**src/rtl/morse_shifter.sv**
```systemverilog
// Morse letter transmitter: loads a pattern for letters A-H from a small ROM on a
// Start edge and shifts it out MSB-first, one bit per Tick, to drive an LED.
module morse_shifter #(
  parameter int PATTERN_WIDTH = 12,
  parameter int LEN_WIDTH     = 4
) (
  input  logic       ClockIn,
  input  logic       Reset,
  input  logic       Tick,
  input  logic       Start,
  input  logic [2:0] Letter,
  output logic       MorseOut,
  output logic       Busy,
  output logic       Done
);

  typedef enum logic {
    IDLE,
    SHIFT
  } state_t;

  state_t                   state, state_next;
  logic [PATTERN_WIDTH-1:0] shift_reg, shift_next;
  logic [LEN_WIDTH-1:0]     bit_cnt, cnt_next;
  logic                     start_d;
  logic                     start_pulse;
  logic                     done_next;
  logic [11:0]              rom_bits;
  logic [PATTERN_WIDTH-1:0] rom_pattern;
  logic [LEN_WIDTH-1:0]     rom_len;

  // Patterns are stored left-aligned in 12 bits: 1 = lit, dash = three units lit.
  always_comb begin
    rom_bits = 12'b0;
    rom_len  = '0;
    case (Letter)
      3'd0: begin rom_bits = 12'b1011_1000_0000; rom_len = LEN_WIDTH'(5);  end
      3'd1: begin rom_bits = 12'b1110_1010_1000; rom_len = LEN_WIDTH'(9);  end
      3'd2: begin rom_bits = 12'b1110_1011_1010; rom_len = LEN_WIDTH'(11); end
      3'd3: begin rom_bits = 12'b1110_1010_0000; rom_len = LEN_WIDTH'(7);  end
      3'd4: begin rom_bits = 12'b1000_0000_0000; rom_len = LEN_WIDTH'(1);  end
      3'd5: begin rom_bits = 12'b1010_1110_1000; rom_len = LEN_WIDTH'(9);  end
      3'd6: begin rom_bits = 12'b1110_1110_1000; rom_len = LEN_WIDTH'(9);  end
      default: begin rom_bits = 12'b1010_1010_0000; rom_len = LEN_WIDTH'(7); end
    endcase
  end

  assign rom_pattern = PATTERN_WIDTH'(rom_bits) << (PATTERN_WIDTH - 12);
  assign start_pulse = Start & ~start_d;

  always_comb begin
    state_next = state;
    shift_next = shift_reg;
    cnt_next   = bit_cnt;
    done_next  = 1'b0;
    case (state)
      IDLE: begin
        if (start_pulse) begin
          shift_next = rom_pattern;
          cnt_next   = rom_len;
          state_next = SHIFT;
        end
      end
      SHIFT: begin
        if (Tick) begin
          if (bit_cnt > LEN_WIDTH'(1)) begin
            shift_next = shift_reg << 1;
            cnt_next   = bit_cnt - LEN_WIDTH'(1);
          end else begin
            shift_next = '0;
            cnt_next   = '0;
            done_next  = 1'b1;
            state_next = IDLE;
          end
        end
      end
      default: state_next = IDLE;
    endcase
  end

  // The Start delay flop tracks Start in every state so a held Start never retriggers.
  always_ff @(posedge ClockIn or negedge Reset) begin
    if (!Reset) begin
      state     <= IDLE;
      shift_reg <= '0;
      bit_cnt   <= '0;
      start_d   <= 1'b0;
      Done      <= 1'b0;
    end else begin
      state     <= state_next;
      shift_reg <= shift_next;
      bit_cnt   <= cnt_next;
      start_d   <= Start;
      Done      <= done_next;
    end
  end

  assign Busy     = (state == SHIFT);
  assign MorseOut = Busy & shift_reg[PATTERN_WIDTH-1];

endmodule
```
**config.mk**
```make
export PLATFORM = sky130hd
export DESIGN_NAME = morse_shifter
export DESIGN_NICKNAME = d
export VERILOG_FILES = /design/src/rtl/morse_shifter.sv
export SDC_FILE = /design/constraint.sdc
export NUM_CORES = 1
export LEC_CHECK = 0
export BUFFER_PORTS_ARGS = -buffer_cell sky130_fd_sc_hd__buf_2
export CAP_MARGIN = 20
export CORE_UTILIZATION = 40
export DETAILED_ROUTE_END_ITERATION = 12
export PLACE_DENSITY = 0.57
export REMOVE_ABC_BUFFERS = 1
export SLEW_MARGIN = 20
export SYNTH_ARGS = -nofsm -noshare
export SYNTH_HDL_FRONTEND = slang
export SYNTH_SLANG_ARGS = --single-unit
```
**constraint.sdc**
```tcl
create_clock -name ClockIn -period 4.2 [get_ports ClockIn]
set_clock_uncertainty 0.15 [all_clocks]
set_input_delay 0.42 -clock ClockIn [delete_from_list [all_inputs] [get_ports ClockIn]]
set_output_delay 0.42 -clock ClockIn [all_outputs]
set_load 0.05 [all_outputs]
```
==> results.md <==
* TritonCTS Buffers at 3
* Worst min path class: in2reg
* Register share of total power at 42.2%
* Initial Util at 42.3%
* Pins Over Slew Limit at 0
* Share of cells above drive strength 1 at 14.5%
* Die Wd at 50.3 µm
* Seq/Total Area, Yosys at 48.2%
* Combinational fraction of design power at 43.4%
* Slew headroom at 44.3%
* Max clock buf depth at 2
* Max_cap viols at 0
* Antenna diodes at 0
* DR WL/cell at 12.9 µm
* TNS Setup at 0 ps
* Clock transition at the registers of the reported paths at 100 ps
* First-pass GRT wire length at 3220 µm
* Avg Inst Size Synth at 9.07 µm²
* GRT Overall Usage at 17.3%
* Internal power at 0.000417 W
* CTS sink cnt at 18
* DP Wirelength at 1260 µm
* Worst hold endpoint: start_d
* Antenna Violating Nets Remaining at 0
* Ys flop type: dfrtp_1
* Min Hold Slack at 98.8 ps
* Period utilisation layout at 47.5%
* DIE AREA at 0.00253 mm²
* Distinct cells, synth at 32
* Largest fanout on the critical path at 18
* CTS tree: built
* CP Class: reg2out
* Async S/R FF share, synth at 100%
* Worst Hold Launch: Start
* Pre-CTS setup slack at 2230 ps
* Psw at 0.000321 W
* Leak Pwr at 0.461 nW
* PostCTS Resize Cnt at 0
* EDFF count, synth at 0
* Worst setup SP type: flip-flop
* Endpoints failing setup at 0
* Biggest area consumer among synthesized cells: dfrtp_1
* Crit path required time at 3630 ps
* Initial antenna violation count at 0
* Root buf cell: clkbuf_4
* Worst Path Arrival at 1430 ps
* Total Power at 0.000738 W
* RSZ-0062 raised after global routing: false
* Number of flip-flops in the largest register at 11
* Worst skew pair latency at 290 ps
* Row cnt at 17
* R2R cell count at 4
* Post-Synthesis Cells at 103
* GPL Wtd Cong at 0.737
* Power per cell area at 727 mW/mm²
* DRC viols at 0
* Worst hold stages at 1
* Outcome: finished clean
* Clock power frac at 14.4%
* VDD IR-drop max at 0.336 mV
* Mapped Area at 935 µm²
* Post-layout net count at 120
* Min Tclk post-route at 2000 ps
* Sw Share at 43.5%
* Gr ovfl total at 0
* Violation count after the first detailed-routing iteration at 13
* Max H-tree Level at 1
* TritonRoute pass-1 iters at 4
* Drt via density at 5.21
* Worst-margin pin slew at 836 ps
* Yosys top cell area share at 48.2%
* Critical R2R Capture: bit_cnt[3]
* CP Capture Type: output pin
* Max frequency at 501 MHz
* Die Y at 50.3 µm
* Vias at 719
* Final setup margin at 2200 ps
* Leading post-synthesis cells by cell area: dfrtp_1, a21oi_1, nor2_1
* #FFs+latches synth at 18
* Final instance area at 0.00102 mm²
* Core area at 0.00221 mm²
* Worst reg2reg path startpoint: Busy
* Area Growth Syn to Fin at 8.70%
* Placed cell areas at 970 µm²
* Port bufs at 9
* Fin. Hold Viols at 0
* Post-Route WL at 1780 µm
* Largest net degree at the start of global routing at 24
* Vias in the first global route at 698
* Worst R2R Setup Slack at 2230 ps
* Ys Warns at 0
* I/O pins at 10
synth_stat cells (2+ instances only):
master / count
o21ai_0: 3
nor3_1: 3
dfrtp_1: 18
nand2_1: 8
buf_4: 2
nor2_1: 15
buf_2: 3
nand3b_1: 3
nand2b_1: 4
ha_1: 2
a31oi_1: 3
a21oi_1: 12
inv_1: 7
o21ai_2: 2
worst max path at each step:
stage / startpoint / to / slack [ps]
after global routing: Busy / bit_cnt[3] / 2080
after floorplan: Busy / bit_cnt[3] / 2150
final: Busy / MorseOut / 2200
after global placement: Start / bit_cnt[3] / 2320
after CTS: Busy / MorseOut / 2190
after detailed placement: Busy / bit_cnt[3] / 2230
cells by family (layout without fill, tap and decap cells):
group           after synthesis  count (layout)  share of synthesized area (%)
fa+ha+maj                     2               2                           2.68
simple gates                 38              38                           19.9
buf+inv                      14              21                           7.63
flops                        18              18                           48.2
xor+xnor                      1               1                          0.937
compound gates               30              30                           20.6
metal layers:
layer	track usage [%]	wire (µm)	vias to the layer above
met5	0	0	-
met4	6.94	16	0
met3	3.64	36	2
met2	26.4	801	7
met1	23.7	926	339
li1	-	-	371
critical path: stages, from the launching register on:
cell     delay (ps)
dfrtp_1         680
and2_1          200
buf_2           260
cell type report:
class / instances / area, µm²
Multi-Input combinational cell: 71 / 413
Inverter: 7 / 26.3
Sequential cell: 18 / 450
Timing Repair Buffer: 10 / 55.1
Clock buffer: 4 / 36.3
Fill cell: 221 / 1200
Tap cell: 28 / 35.0
repair_timing:
item                                    CTS  global route
endpoints found under the setup margin    0             0
hold endpoints to repair                 18             0
hold buffers                              1             0
setup buffers                             0             0
power groups by stage:
stage | registers, W | clock network (W) | logic, W
after floorplan | 0.000319 | 0 | 0.000234
after global placement | 0.000315 | 0 | 0.000321
after detailed placement | 0.000315 | 0 | 0.000322
after CTS | 0.000311 | 0.000110 | 0.000325
after global routing | 0.000323 | 0.000119 | 0.000366
final | 0.000311 | 0.000106 | 0.000321
metrics by stage:
stage	utilization, %	std cells
after floorplan	-	96
after global placement	43.8	133
after detailed placement	43.8	133
after CTS	45.9	138
after global routing	45.9	138
final	45.9	138
cell usage in the layout, fill, tap and decap left out, types with 2 or more instances in the layout:
cell,instances
clkbuf_4,3
nand2b_1,4
inv_1,7
nor3_1,3
a21oi_1,12
nor2_1,15
buf_2,9
o21ai_2,2
nand3b_1,3
ha_1,2
o21ai_0,3
a31oi_1,3
nand2_1,8
dfrtp_1,18
Power figures use the tool's default switching activity.
